$ cat src/rtl/adc_mon.sv
// ADC window monitor: per-channel debounced window faults, sticky alarm,
// cut permit, snapshot and min/max peak capture behind a 16-bit register map.
module adc_mon #(
  parameter logic [15:0] BAR       = 16'h0000,
  parameter logic [15:0] MASK      = 16'h003F,
  parameter int unsigned ADC_WIDTH = 10,
  parameter int unsigned CHANNELS  = 8,
  parameter int unsigned DB_WIDTH  = 8,
  localparam int unsigned CH_W     = (CHANNELS > 1) ? $clog2(CHANNELS) : 1
) (
  input  logic                 clk,
  input  logic                 aclr,
  input  logic                 sclr,
  input  logic [15:0]          rdaddr,
  input  logic [15:0]          wraddr,
  input  logic [1:0]           be,
  input  logic                 write,
  input  logic [15:0]          wrdata,
  output logic [15:0]          rddata,
  input  logic                 smp_valid,
  input  logic [CH_W-1:0]      smp_ch,
  input  logic [ADC_WIDTH-1:0] smp_data,
  input  logic                 smp_err,
  output logic                 cut_permit,
  output logic                 alarm,
  output logic                 irq
);

  localparam int unsigned CW = DB_WIDTH + 1;

  logic [ADC_WIDTH-1:0] r_low, r_high;
  logic [DB_WIDTH-1:0]  r_debounce;
  logic [CHANNELS-1:0]  r_ch_ena, r_fault;
  logic                 r_fb_ena, r_soft_permit, r_irq_ena, r_alarm;
  logic [DB_WIDTH-1:0]  r_cnt       [CHANNELS];
  logic [ADC_WIDTH-1:0] r_last_data [CHANNELS];
  logic [ADC_WIDTH-1:0] r_snap_data [CHANNELS];
  logic [ADC_WIDTH-1:0] r_min       [CHANNELS];
  logic [ADC_WIDTH-1:0] r_max       [CHANNELS];
  logic [CHANNELS-1:0]  r_last_err, r_snap_err;

  logic [15:0]          w_rd_loc, w_wr_loc, w_rd_val;
  logic                 w_rd_hit, w_wr_hit, w_acc, w_oow, w_fault_en;
  logic                 w_wr_ctrl, w_wr_stat, w_snap, w_pclr, w_alarm_set, w_alarm_clr;
  logic [CHANNELS-1:0]  w_take;

  function automatic logic [15:0] f_merge(input logic [15:0] old_v, input logic [15:0] new_v,
                                          input logic [1:0] lanes);
    f_merge = {lanes[1] ? new_v[15:8] : old_v[15:8], lanes[0] ? new_v[7:0] : old_v[7:0]};
  endfunction

  assign w_rd_hit    = (rdaddr & ~MASK) == BAR;
  assign w_wr_hit    = write && ((wraddr & ~MASK) == BAR);
  assign w_rd_loc    = rdaddr & MASK;
  assign w_wr_loc    = wraddr & MASK;
  assign w_wr_ctrl   = w_wr_hit && (w_wr_loc == 16'h0010);
  assign w_wr_stat   = w_wr_hit && (w_wr_loc == 16'h0012);
  assign w_snap      = w_wr_ctrl && be[0] && wrdata[0];
  assign w_pclr      = w_wr_ctrl && be[0] && wrdata[3];
  assign w_acc       = smp_valid && (32'(smp_ch) < CHANNELS);
  assign w_oow       = smp_err || (smp_data < r_low) || (smp_data > r_high);
  assign w_fault_en  = |(r_fault & r_ch_ena);
  assign w_alarm_set = r_fb_ena && w_fault_en;
  assign w_alarm_clr = w_wr_stat && be[0] && wrdata[1];

  assign cut_permit = r_soft_permit && (!r_fb_ena || !w_fault_en);
  assign alarm      = r_alarm;
  assign irq        = r_alarm && r_irq_ena;

  // one-hot channel select for the accepted sample
  always_comb begin
    w_take = '0;
    for (int n = 0; n < CHANNELS; n++) w_take[n] = w_acc && (smp_ch == CH_W'(n));
  end

  // read decode
  always_comb begin
    w_rd_val = '0;
    if (w_rd_hit) begin
      case (w_rd_loc)
        16'h0010: w_rd_val = {11'd0, r_irq_ena, 1'b0, r_soft_permit, r_fb_ena, 1'b0};
        16'h0012: begin
          w_rd_val[0]             = !cut_permit;
          w_rd_val[1]             = r_alarm;
          w_rd_val[8 +: CHANNELS] = r_fault;
        end
        16'h0014: w_rd_val = 16'(r_low);
        16'h0016: w_rd_val = 16'(r_high);
        16'h0018: w_rd_val = 16'(r_debounce);
        16'h001A: w_rd_val = 16'(r_ch_ena);
        default:  w_rd_val = '0;
      endcase
      for (int n = 0; n < CHANNELS; n++) begin
        if (w_rd_loc == 16'(2 * n)) begin
          w_rd_val     = 16'(r_snap_data[n]);
          w_rd_val[15] = r_snap_err[n];
        end
        if (w_rd_loc == 16'(32 + 2 * n)) w_rd_val = 16'(r_min[n]);
        if (w_rd_loc == 16'(48 + 2 * n)) w_rd_val = 16'(r_max[n]);
      end
    end
  end

  always_ff @(posedge clk or posedge aclr) begin
    if (aclr) begin
      r_low <= '0; r_high <= '1; r_debounce <= '0; r_ch_ena <= '1;
      r_fb_ena <= 1'b0; r_soft_permit <= 1'b1; r_irq_ena <= 1'b0; r_alarm <= 1'b0;
      r_fault <= '0; r_last_err <= '0; r_snap_err <= '0; rddata <= '0;
      for (int n = 0; n < CHANNELS; n++) begin
        r_cnt[n] <= '0; r_last_data[n] <= '0; r_snap_data[n] <= '0;
        r_min[n] <= '1; r_max[n] <= '0;
      end
    end else if (sclr) begin
      r_low <= '0; r_high <= '1; r_debounce <= '0; r_ch_ena <= '1;
      r_fb_ena <= 1'b0; r_soft_permit <= 1'b1; r_irq_ena <= 1'b0; r_alarm <= 1'b0;
      r_fault <= '0; r_last_err <= '0; r_snap_err <= '0; rddata <= '0;
      for (int n = 0; n < CHANNELS; n++) begin
        r_cnt[n] <= '0; r_last_data[n] <= '0; r_snap_data[n] <= '0;
        r_min[n] <= '1; r_max[n] <= '0;
      end
    end else begin
      rddata <= w_rd_val;
      if (w_wr_hit && (w_wr_loc == 16'h0014)) r_low      <= ADC_WIDTH'(f_merge(16'(r_low), wrdata, be));
      if (w_wr_hit && (w_wr_loc == 16'h0016)) r_high     <= ADC_WIDTH'(f_merge(16'(r_high), wrdata, be));
      if (w_wr_hit && (w_wr_loc == 16'h0018)) r_debounce <= DB_WIDTH'(f_merge(16'(r_debounce), wrdata, be));
      if (w_wr_hit && (w_wr_loc == 16'h001A)) r_ch_ena   <= CHANNELS'(f_merge(16'(r_ch_ena), wrdata, be));
      if (w_wr_ctrl && be[0]) begin
        r_fb_ena      <= wrdata[1];
        r_soft_permit <= wrdata[2];
        r_irq_ena     <= wrdata[4];
      end
      // set has priority over the W1C clear
      if (w_alarm_set)      r_alarm <= 1'b1;
      else if (w_alarm_clr) r_alarm <= 1'b0;
      // snapshot takes LAST as it stood before any same-cycle sample
      if (w_snap) begin
        r_snap_err <= r_last_err;
        for (int n = 0; n < CHANNELS; n++) r_snap_data[n] <= r_last_data[n];
      end
      for (int n = 0; n < CHANNELS; n++) begin
        if (w_take[n]) begin
          r_last_data[n] <= smp_data;
          r_last_err[n]  <= smp_err;
          if (w_oow) begin
            r_cnt[n] <= (&r_cnt[n]) ? r_cnt[n] : r_cnt[n] + DB_WIDTH'(1);
            if ((CW'(r_cnt[n]) + CW'(1)) >= CW'(r_debounce)) r_fault[n] <= 1'b1;
          end else begin
            r_cnt[n]   <= '0;
            r_fault[n] <= 1'b0;
          end
        end
        if (w_take[n] && !smp_err) begin
          r_min[n] <= (w_pclr || (smp_data < r_min[n])) ? smp_data : r_min[n];
          r_max[n] <= (w_pclr || (smp_data > r_max[n])) ? smp_data : r_max[n];
        end else if (w_pclr) begin
          r_min[n] <= '1;
          r_max[n] <= '0;
        end
      end
    end
  end

endmodule

$ cat config.mk
export PLATFORM = sky130hd
export DESIGN_NAME = adc_mon
export DESIGN_NICKNAME = d
export VERILOG_FILES = /design/src/rtl/adc_mon.sv
export SDC_FILE = /design/constraint.sdc
export NUM_CORES = 1
export LEC_CHECK = 0
export CAP_MARGIN = 20
export CORE_MARGIN = 8
export CORE_UTILIZATION = 50
export DETAILED_ROUTE_END_ITERATION = 6
export HOLD_SLACK_MARGIN = 0.1
export PLACE_DENSITY = 0.7
export SLEW_MARGIN = 20
export SYNTH_ARGS = -nofsm -noshare
export SYNTH_HDL_FRONTEND = slang
export SYNTH_SLANG_ARGS = --single-unit
export TNS_END_PERCENT = 30
$ cat constraint.sdc
create_clock -name clk -period 14.1 [get_ports clk]
set_clock_uncertainty 0.15 [all_clocks]
set_input_delay 2.115 -clock clk [delete_from_list [all_inputs] [get_ports clk]]
set_output_delay 2.115 -clock clk [all_outputs]
set_load 0.02 [all_outputs]
# After elaboration in Yosys (flattened, before gate mapping)
# Index checks and enable logic that the tools add are counted.
# totals
ff_bits,464
in_bits,69
out_inout_bits,19
word_cells,471
# op_classes
n_addsub,16
magnitude_cmp,26
n_eq_ne,74
muxes,156
bitwise,1
n_reduce_logical,130
# ops
op,n
10-bit two-way mux,46
16-bit two-way mux,26
80-bit two-way mux,5
8-bit two-way mux,33
6-bit == test (second input constant),16
10-bit > comparator,9
10-bit < comparator,9
2-bit AND reduction,38
8-bit by 1-bit adder with 9-bit output (second input constant),8
6-bit by 5-bit == test with 1-bit output (second input constant),12
9-bit by 8-bit greater-or-equal comparator with 1-bit output,8
3-bit by 2-bit != test with 1-bit output (second input constant),24
8-bit by 1-bit adder with 8-bit output (second input constant),8
64-bit two-way mux,1
8-bit AND reduction,8
16-bit zero test,3
1-bit two-way mux,41
2-bit nonzero test,16
1-bit logical AND,31
6-bit one-hot mux with 5 select lines,1
3-bit nonzero test,9
6-bit by 4-bit == test with 1-bit output (second input constant),4
3-bit != test (second input constant),8
8-bit one-hot mux with 3 select lines,1
12 further kinds,38

# Longest topological paths before layout
# logic_depth
depth_word,33
depth_mapped,13
mapped_depth_nobuf,11

# Worst setup path before layout
# OpenSTA, ideal clock, no wires.
# synth_path
path_type,in2reg
startpoint,input smp_data[0]
endpoint,register r_max[0] in the netlist's numbering
setup_time_ns,0.125
arrival_ns,4.230
t_required_ns,13.825
setup_slack_ns,9.596
path_stages,11
n_path_buf,2
path_cell_list,clkbuf_1 -> clkbuf_1 -> inv_1 -> ha_1 -> nor2b_1 -> o21bai_1 -> a211oi_1 -> o31a_1 -> nor2_1 -> o21ai_2 -> mux2_2
# synth_via
elab_chain_len,4
elab_cells_between_ends,7
cone_classes,order compare: 1; eq/ne: 1; mux: 3; reduce/logical: 2
# synth_rtl
item,line,text
"start, declared",22,"input logic [ADC_WIDTH-1:0] smp_data,"
10-bit > comparator,154,r_max[n] <= (w_pclr || (smp_data > r_max[n])) ? smp_data : r_max[n];
1-bit logical OR,154,
3-bit by 2-bit != test with 1-bit output (no line),-,
2-bit AND reduction (no line),-,
"end signal, assigned by index",154,
"end, declared",39,logic [ADC_WIDTH-1:0] r_max [CHANNELS];
# Parallel ways exist; a longest one is shown, timed or not. The select of a mux whose other input is x is not followed.
# A chain may end at the register's enable or synchronous reset.

# Worst setup path in the final report
# layout_path
startpoint,input smp_data[0]
endpoint,register r_cnt[26] in the netlist's numbering
# layout_via
elab_chain_len,6
elab_cells_between_ends,9
cone_classes,order compare: 2; eq/ne: 1; mux: 3; reduce/logical: 3
# layout_rtl
item,line,text
10-bit < comparator,61,assign w_oow = smp_err || (smp_data < r_low) || (smp_data > r_high);
1-bit logical OR,61,
1-bit logical OR *,61,
8-bit two-way mux,144,if (w_oow) begin
8-bit two-way mux,141,if (w_take[n]) begin
64-bit two-way mux,113,end else if (sclr) begin
"end signal, assigned by index",145,r_cnt[n] <= (&r_cnt[n]) ? r_cnt[n] : r_cnt[n] + DB_WIDTH'(1);
"end, declared",35,logic [DB_WIDTH-1:0] r_cnt [CHANNELS];
# Mark *: on every way between the ends. The rest lies on a longest branch, timed or not. The select of a mux whose other input is x is not followed.

==> impl_metrics.json <==
{
  "whs_ps": 332,
  "avgSynthCellArea_sq_um": 9.16,
  "hold_depth": 1,
  "vias_per_cell": 6.49,
  "synthFlopType": "dfrtp_1",
  "slowest_delay_ps": 580,
  "finalHoldViolations": 0,
  "leakagePower_nw": 14.2,
  "post-route-util_pct": 56.3,
  "worst_slew_pin_slew_ps": 1170,
  "htree_levels": 2,
  "vdd_drop_max_uv": 97.3,
  "wl_per_cell_microns": 26.0,
  "grt_pass1_wl_microns": 153000,
  "synth_top_area_share_pct": 32.2,
  "wirelength_microns": 102000,
  "fill_cells": 4955,
  "drtIter0Drc": 2871,
  "min_to": "r_snap_data[34]",
  "final-setup-viol-count": 0,
  "ys_seq_area_share_pct": 41.3,
  "vias": 25300,
  "synthCells": 3098,
  "worst_skew_pair.late_latency_ps": 640,
  "cp.required_ps": 14480,
  "die_area_sq_mm": 0.0647,
  "seq_area_sq_mm": 0.0117,
  "path_delay_family": "buffers and inverters",
  "min_period_ps": 5740,
  "io_pins": 88,
  "place_hpwl_microns": 69000,
  "cts_setup_buffers": 0,
  "r2r_cells": 10,
  "drv_slew": 0,
  "r2r_start": "r_high[5]",
  "gr-total-overflow": 0,
  "hp-start": "r_last_data[34]",
  "synthArstFlopShare_pct": 100,
  "slowest_stage": "inv_1",
  "min_period_over_period_pct": 40.7,
  "gr-usage-all-layers_pct": 30.9,
  "grt_max_degree": 180,
  "clk_pin_slew_ps": 60,
  "core-area_sq_mm": 0.0563,
  "netlist_top_cells_area": "dfrtp_1 32%, ha_1 11%, dfstp_2 9.2%",
  "fin_nets": 3419,
  "cp_cell_sequence": "clkdlybuf4s50_1 -> buf_4 -> inv_1 -> ha_1 -> nand2b_1 -> a21oi_1 -> o21ai_0 -> a21oi_1 -> o21a_1 -> buf_4 -> nand3_1 -> o311ai_1",
  "initial_core_util_pct": 50.5,
  "portBuffers": 81,
  "placed_area_sq_mm": 0.0299,
  "multiInputGateArea_sq_mm": 0.0152,
  "cts_buffers": 52,
  "fp.dieW_microns": 254,
  "setup.worst_path.end_class": "flip-flop",
  "holdBufCountCts": 0,
  "ctsResizeCount": 0,
  "path_buf_inv": 4,
  "grt_pass1_vias": 24500,
  "synth_edf_count": 0,
  "gp_congestion": 1.03,
  "rsz0062_at_grt": "false",
  "drive_above_1_share_pct": 11.4,
  "die_y_microns": 254,
  "drt_first_pass_iters": 5,
  "area_growth_pct": 11.6,
  "max_slew_margin_pct": 20.8,
  "worstSetupPathType": "in -> reg",
  "drc_errors": 0,
  "clock.fmax_mhz": 174,
  "antenna_found_initial": 2,
  "setup_tns_ps": 0,
  "num_rows": 87,
  "ant_nets": 0,
  "cts_tree": "done",
  "cts-root-buf": "clkbuf_16",
  "status": "finished, final reports clean",
  "synth_nets": 3410,
  "holdCritPathClass": "reg -> reg",
  "fin_area_sq_mm": 0.0317,
  "ys_warn_count": 0,
  "cp-start-kind": "input pin",
  "cts.sinks": 464,
  "clockBufferDepth": 3,
  "reg2reg_slack_ps": 10770,
  "synth_area_sq_mm": 0.0284,
  "synth-seq-cells": 464,
  "arrival_ps": 6120,
  "ys_types": 90,
  "power.total_mw": 3.22,
  "maxCapViolations": 0,
  "p_per_area_mw_per_mm2": 102,
  "path_max_fanout": 48,
  "synth_largest_area_cell": "dfrtp_1",
  "reg2reg_to": "r_cnt[26]"
}
[synthesized netlist by cell type (83+ instances only)]
cell type and n:
clkbuf_1 105, dfrtp_1 365, ha_1 243, a22o_1 103, o22a_1 83, nand2_1 372
a21oi_1 263, nand3_1 85, inv_1 217, o21ai_0 155, nor2_1 193, dfstp_2 99
[cell usage in the layout, fill, tap and decap left out, types with 23 or more instances in the layout]
cell,netlist,routed
clkdlybuf4s50_1,0,69
a211oi_1,40,40
nand2b_1,31,31
dfstp_2,99,99
o21ai_1,36,35
o22ai_1,41,41
mux2_2,57,57
nand2_1,372,372
xnor2_1,27,27
clkbuf_16,0,52
and3_1,28,28
inv_1,217,216
a21o_1,27,27
a31oi_1,23,23
nor2_1,193,193
o21ai_0,155,155
a21oi_1,263,262
dfrtp_1,365,365
nand3_1,85,85
o22a_1,83,83
ha_1,243,243
buf_4,3,57
nor3_1,36,34
nor2b_1,27,27
a22o_1,103,103
mux2i_1,44,44
[worst max path at each step]
stage	from	endpoint	cells after the start
final	smp_data[0]	r_cnt[26]	12
after floorplan	aclr	alarm	1
after global placement	smp_data[0]	r_cnt[26]	12
after global routing	smp_data[0]	r_cnt[26]	12
after CTS	smp_data[0]	r_cnt[26]	12
after detailed placement	smp_data[0]	r_cnt[26]	12
[area by class of cell]
cell class,instances,share of cell area (%)
Tap cell,756,2.99
Antenna cell,1,0.00790
Timing Repair Buffer,136,3.74
Sequential cell,464,37.0
Multi-Input combinational cell,2235,47.9
Clock inverter,25,1.18
Inverter,218,2.59
Clock buffer,69,4.59
[sequential cells by signal, indices dropped and copies added (netlist names)]
register       cells
alarm              1
r_ch_ena           8
r_cnt             64
r_debounce         8
r_fault            8
r_fb_ena           1
r_high            10
r_irq_ena          1
r_last_data       80
r_last_err         8
r_low             10
r_max             80
r_min             80
r_snap_data       80
r_snap_err         8
r_soft_permit      1
rddata            16
[report_power, final]
part	switching (mW)	total, mW	leakage (nW)	internal (mW)
sequential	0.0279	1.39	6.10	1.36
clock	0.595	1.45	0.886	0.859
combinational	0.258	0.378	7.20	0.120
total	0.881	3.22	14.2	2.34
[layer usage]
layer  track usage [%]  share of wire (%)  up-vias
met5                 0              0.029        -
met4              14.2                4.8        4
met3              6.35                 10      281
met2              46.4                 43     1350
met1              42.8                 41    12500
li1                  -                  -    11200
[cells by family (layout without fill, tap and decap cells)]
logic type	count (synthesis)	count (layout)	synth area share, %
AOI/OAI and AO/OA	968	968	22.8
DFF	464	464	41.3
muxes	101	101	3.81
xor gates and xnor gates	48	48	1.48
adders and majority gates	243	243	10.7
other	0	1	0
and+or+nand+nor	875	875	14.3
buffers and inverters	399	448	5.54
[metrics by stage]
step	cells	setup WS [ps]
CTS	3903	8470
floorplan	3098	5630
global placement	3808	8010
finish	3904	8360
global route	3903	8260
detailed placement	3809	7830
Note: power is estimated with default switching activity, not from simulation.
